$ cat config.mk
export PLATFORM = sky130hd
export DESIGN_NAME = countdown_sec_min
export DESIGN_NICKNAME = d
export VERILOG_FILES = /design/src/rtl/countdown_sec_min.sv
export SDC_FILE = /design/constraint.sdc
export NUM_CORES = 1
export LEC_CHECK = 0
export CAP_MARGIN = 40
export CORE_MARGIN = 8
export CORE_UTILIZATION = 57
export CTS_BUF_LIST = sky130_fd_sc_hd__clkbuf_2 sky130_fd_sc_hd__clkbuf_4 sky130_fd_sc_hd__clkbuf_8
export CTS_CLUSTER_DIAMETER = 120
export DETAILED_ROUTE_END_ITERATION = 16
export MAX_ROUTING_LAYER = met4
export PLACE_DENSITY = 0.85
export RECOVER_POWER = 100
export SLEW_MARGIN = 20
export SYNTH_ARGS = -nofsm -noshare
export SYNTH_HDL_FRONTEND = slang
export SYNTH_SLANG_ARGS = --single-unit
$ cat constraint.sdc
create_clock -name clock -period 3.5 [get_ports clock]
set_clock_uncertainty 0.15 [all_clocks]
set_input_delay 1.05 -clock clock [delete_from_list [all_inputs] [get_ports clock]]
set_output_delay 1.05 -clock clock [all_outputs]
set_load 0.01 [all_outputs]
$ cat src/rtl/countdown_sec_min.sv
// Minutes:seconds countdown timer with borrow, done pulse and timed alarm.
// Latency: every output is registered and changes on the edge that samples its trigger.
// Backpressure: none; setting pulses are honoured only in IDLE, and ticks only in RUN/ALARM.
module countdown_sec_min #(
  parameter int SEC_MAX     = 59,
  parameter int MIN_MAX     = 59,
  parameter int ALARM_TICKS = 8
) (
  input  logic       clock,
  input  logic       reset_sec,
  input  logic       enable_sec,
  input  logic       load_sec,
  input  logic       setting_sec,
  input  logic       setting_min,
  input  logic       start_stop,
  output logic [5:0] count_sec,
  output logic [5:0] count_min,
  output logic       borrow_sec,
  output logic       running,
  output logic       done,
  output logic       alarm
);

  localparam int AW = $clog2(ALARM_TICKS + 1);

  localparam logic [1:0] IDLE  = 2'd0;
  localparam logic [1:0] RUN   = 2'd1;
  localparam logic [1:0] PAUSE = 2'd2;
  localparam logic [1:0] ALARM = 2'd3;

  logic [1:0]    state, state_nxt;
  logic [5:0]    sec_nxt, min_nxt;
  logic [AW-1:0] alarm_cnt, alarm_cnt_nxt;
  logic          borrow_nxt, done_nxt;
  logic          count_zero;

  assign count_zero = (count_sec == 6'd0) && (count_min == 6'd0);

  // Next-state and next-count decision for the whole timer.
  always_comb begin
    state_nxt     = state;
    sec_nxt       = count_sec;
    min_nxt       = count_min;
    alarm_cnt_nxt = alarm_cnt;
    borrow_nxt    = 1'b0;
    done_nxt      = 1'b0;
    case (state)
      IDLE: begin
        if (load_sec) begin
          // Setting wraps each field on its own; no borrow or carry between them.
          if (setting_sec)
            sec_nxt = (count_sec >= 6'(SEC_MAX)) ? 6'd0 : count_sec + 6'd1;
          if (setting_min)
            min_nxt = (count_min >= 6'(MIN_MAX)) ? 6'd0 : count_min + 6'd1;
        end else if (start_stop && !count_zero) begin
          state_nxt = RUN;
        end
      end
      RUN: begin
        if (enable_sec) begin
          if (count_sec != 6'd0) begin
            sec_nxt = count_sec - 6'd1;
          end else if (count_min != 6'd0) begin
            sec_nxt    = 6'(SEC_MAX);
            min_nxt    = count_min - 6'd1;
            borrow_nxt = 1'b1;
          end
        end
        // Reaching 00:00 outranks a simultaneous pause request.
        if (enable_sec && (sec_nxt == 6'd0) && (min_nxt == 6'd0)) begin
          state_nxt     = ALARM;
          done_nxt      = 1'b1;
          alarm_cnt_nxt = '0;
        end else if (start_stop) begin
          state_nxt = PAUSE;
        end
      end
      PAUSE: begin
        // Editing request beats resume so the user can always get to IDLE.
        if (load_sec)
          state_nxt = IDLE;
        else if (start_stop)
          state_nxt = RUN;
      end
      ALARM: begin
        if (start_stop) begin
          state_nxt     = IDLE;
          alarm_cnt_nxt = '0;
        end else if (enable_sec) begin
          if (alarm_cnt == AW'(ALARM_TICKS - 1)) begin
            state_nxt     = IDLE;
            alarm_cnt_nxt = '0;
          end else begin
            alarm_cnt_nxt = alarm_cnt + AW'(1);
          end
        end
      end
      default: begin
        state_nxt = IDLE;
      end
    endcase
  end

  // Register state, counts and all status outputs.
  always_ff @(posedge clock or posedge reset_sec) begin
    if (reset_sec) begin
      state      <= IDLE;
      count_sec  <= 6'd0;
      count_min  <= 6'd0;
      alarm_cnt  <= '0;
      borrow_sec <= 1'b0;
      done       <= 1'b0;
      running    <= 1'b0;
      alarm      <= 1'b0;
    end else begin
      state      <= state_nxt;
      count_sec  <= sec_nxt;
      count_min  <= min_nxt;
      alarm_cnt  <= alarm_cnt_nxt;
      borrow_sec <= borrow_nxt;
      done       <= done_nxt;
      running    <= (state_nxt == RUN);
      alarm      <= (state_nxt == ALARM);
    end
  end

endmodule
==> summary.md <==
| Metric | Value |
|---|---|
| Initial Utilization | 58.36% |
| Drt total wl | between 4 and 5 mm |
| Syn-to-layout area delta | 16.56% |
| GRT Overall Usage | roughly a fifth |
| Crit. End Element | flop |
| H-tree depth | 1 |
| Outcome | complete, no violations |
| DRC | 0 |
| Total global routing overflow | 0 |
| Largest family of logic cells by synthesized area | compound AO/OA/AOI/OAI gates |
| First-pass GRT wire length | between 7 and 8 mm |
| Ys flop type | dfrtp_1 |
| IO Pins | 23 |
| Slew headroom | a little over half |
| Pwr dens | approximately 720 nW/um^2 |
| Final Slew Violations | 0 |
| Fin nets | roughly 250 |
| Total CTS buffers | 3 |
| Pre-antenna DRT Iters | 4 |
| Clk pin slew, worst setup/hold paths | approximately 0.12 ns |
| Worst-skew pair later-pin latency | 0.31 ns |
| Final Util | between 60% and 70% |
| R2r startpoint | count_sec[1] |
| Xor and xnor fraction of the mapped netlist area | just over 1% |
| DR WL met2 | ~2.1 mm |
| RSZ-0062 raised after global routing | false |
| Final hold vios | 0 |
| Layout cells sized above 1 | under 10% |
| Sequential-to-total area share from yosys stat | between 30% and 40% |
| Hold crit path type | flop to flop |
| Port Buffers | 22 |
| Synthesized Nets | approximately 230 |
| Post-synth EDFFs | 0 |
| Synth Instances | around 220 |
| CTS tree | built |
| Syn Area/Cell | 8.046 sq um |
| Worst EP arrival | between 3 and 4 ns |
| Flop2flop setup slack | between 0.2 and 0.3 ns |
| Highest routed layer | met4 |
| Die Y | 71.22 microns |
| Hold_sp | alarm_cnt[1] |
| Sink Count | 22 |
| Crit-path max FO | 8 |
| Number of global-route vias before repair | between 1500 and 2000 |
| # resized after CTS | 0 |
| Worst slew pin tran | 0.7100 ns |
| Critical path class | input pin to flop |
| Setup tns final | 0 ns |
| Initial DRC Count | about 210 |
| Pleak | around 0.84 nW |
| Setup violations, final | 0 |
| Met1 WL | between 2 and 2.5 mm |
| Synth Area in Adders | roughly 4.3% |
| Via count | 1721 |
| Placement Cell Area | ~2000 sq um |
| Most area-consuming cells after synthesis | dfrtp_1 (32%), o21ai_0 (5.5%), a21oi_1 (4.3%) |
| Worst Hold Path Cells | 2 |
| Met3 wire length | 226 microns |
| Hold-fix buffers, CTS | 0 |
| Die X | ~70 microns |
| Critical path required time | ~3.5 ns |
| CP Launch Type | input pin |
| Fmax | just over 300 MHz |
| Max Cap Violations | 0 |
| Share of synthesized flip-flops with an asynchronous set or reset | between 90% and 100% |
| Synth Cell Area | roughly 1700 sq um |
| Postcts setup bufs | 0 |
| Worst reg2reg endpoint | alarm_cnt[0] |
| Distinct cells, synth | 56 |
| Period utilization | 93.64% |
| Die area | a little over 5000 sq um |
| Number of synthesized register bits | 22 |
| R2R depth | 8 |
| Post-synthesis simple-gate area fraction | 26.13% |
| HPWL Detailed | roughly 3.3 mm |
| Post-synthesis mux area share | under 10% |
| VDD IR-drop max | about 450 uV |
| Antenna Nets Post-Route | 0 |
| Synth Area in Compound Gates | between 20 and 30% |
| GP Congestion | 0.9745 |
| # rows | 20 |
| Area of the core | a little under 3000 sq um |
| Pin count of the biggest net entering global routing | 16 |
| DR WL/cell | about 16 microns |
| Fin area | about 2000 sq um |
| Initial antenna violation count | 0 |
| Hold Path End | alarm_cnt[1] |
| Avg Vias per Cell | about 6.4 |
| Warnings, synthesis | 0 |
| Leading area contributor after synthesis | dfrtp_1 |
| # diodes | 0 |
| Clk root buf | clkbuf_4 |
| Yosys top cell area share | between 30% and 40% |
| Max Buffers Root-to-Sink | 2 |
| Period minus WS final | approximately 3.3 ns |
[power breakdown]
part | total, mW | switching [mW] | internal, mW
clock | 0.194 | 0.0785 | 0.116
sequential | 0.487 | 0.159 | 0.329
combinational | 0.780 | 0.429 | 0.351
[how the worst max path moves through the flow]
stage	startpoint	end	slack, ns
after global placement	enable_sec	alarm_cnt[3]	0.07
after detailed placement	enable_sec	alarm_cnt[1]	-0.0006
after CTS	count_sec[1]	running	0.31
after global routing	enable_sec	alarm_cnt[0]	0.04
final	enable_sec	alarm_cnt[0]	0.22
after floorplan	count_sec[0]	alarm_cnt[0]	0.49
[stage by stage]
step	total power, mW	worst slack (ns)	hold slack [ns]	instances
after floorplan	1.006	0.4882	0.3626	216
after global placement	1.278	0.06972	0.4056	263
after detailed placement	1.294	-0.0006033	0.4137	264
after CTS	1.498	0.3070	0.4426	268
after global routing	1.586	0.04475	0.5023	268
final	1.462	0.2225	0.4457	268
[state kept, by name (all words and copies together), names as in the netlist]
name / cells
count_sec: 6
done: 1
running: 1
alarm: 1
alarm_cnt: 4
count_min: 6
borrow_sec: 1
state: 2
[worst max-delay path, stage by stage]
cell	delay [ns]
clkdlybuf4s50_1	0.55
nor4b_1	0.26
clkbuf_1	0.29
a31oi_1	0.13
a31oi_1	0.27
o21ai_2	0.13
nor4b_4	0.50
o21ai_1	0.13
[cell type report]
cell class,instances,area [sq um]
well taps,33,41.29
flip-flops and latches,22,550.5
inverters,12,45.04
fillers,251,952.2
clock inverters,1,30.03
clock buffers,3,22.52
repair buffers,28,257.7
multi-input cells,169,1079
[cells in the mapped netlist, types with 3 or more instances]
library cell and count:
o31ai_1 3, nor3_1 12, or2_2 3, inv_1 12, a21o_1 4, dfrtp_1 22
o21ai_1 3, a21oi_1 15, a31oi_1 5, nor2_1 13, ha_1 6, nor3b_1 4
nand2b_1 7, o2111ai_1 3, nand3_1 3, clkbuf_1 10, o21ai_0 19, nand2_1 20
and2_1 4
[kinds of logic after synthesis]
kind of cell	Yosys count
and+or+nand+nor	81
xor gates and xnor gates	2
adders and majority gates	6
muxes	3
AOI/OAI and AO/OA	77
buffers and inverters	25
DFF	22
[metal layers]
metal	global-route usage [%]	vias to the layer above
met1	24.77	808
met5	-	-
met2	27.45	59
met4	9.238	0
met3	3.487	11
li1	-	843
[cells in the final DEF (no fill, tap or decap), drive strengths merged, types with 3 or more instances in the layout]
master / instances
ha: 6
o2111ai: 3
clkbuf: 5
dfrtp: 22
nand3: 3
nor2: 13
or2: 4
nor4b: 3
and2: 4
buf: 4
inv: 12
a31oi: 5
nor3b: 4
nand2: 20
o31ai: 3
dlygate4sd3: 17
a21o: 4
nand2b: 7
clkdlybuf4s50: 5
o21ai: 23
a21oi: 15
nor3: 12
Note: power is estimated with default switching activity, not from simulation.
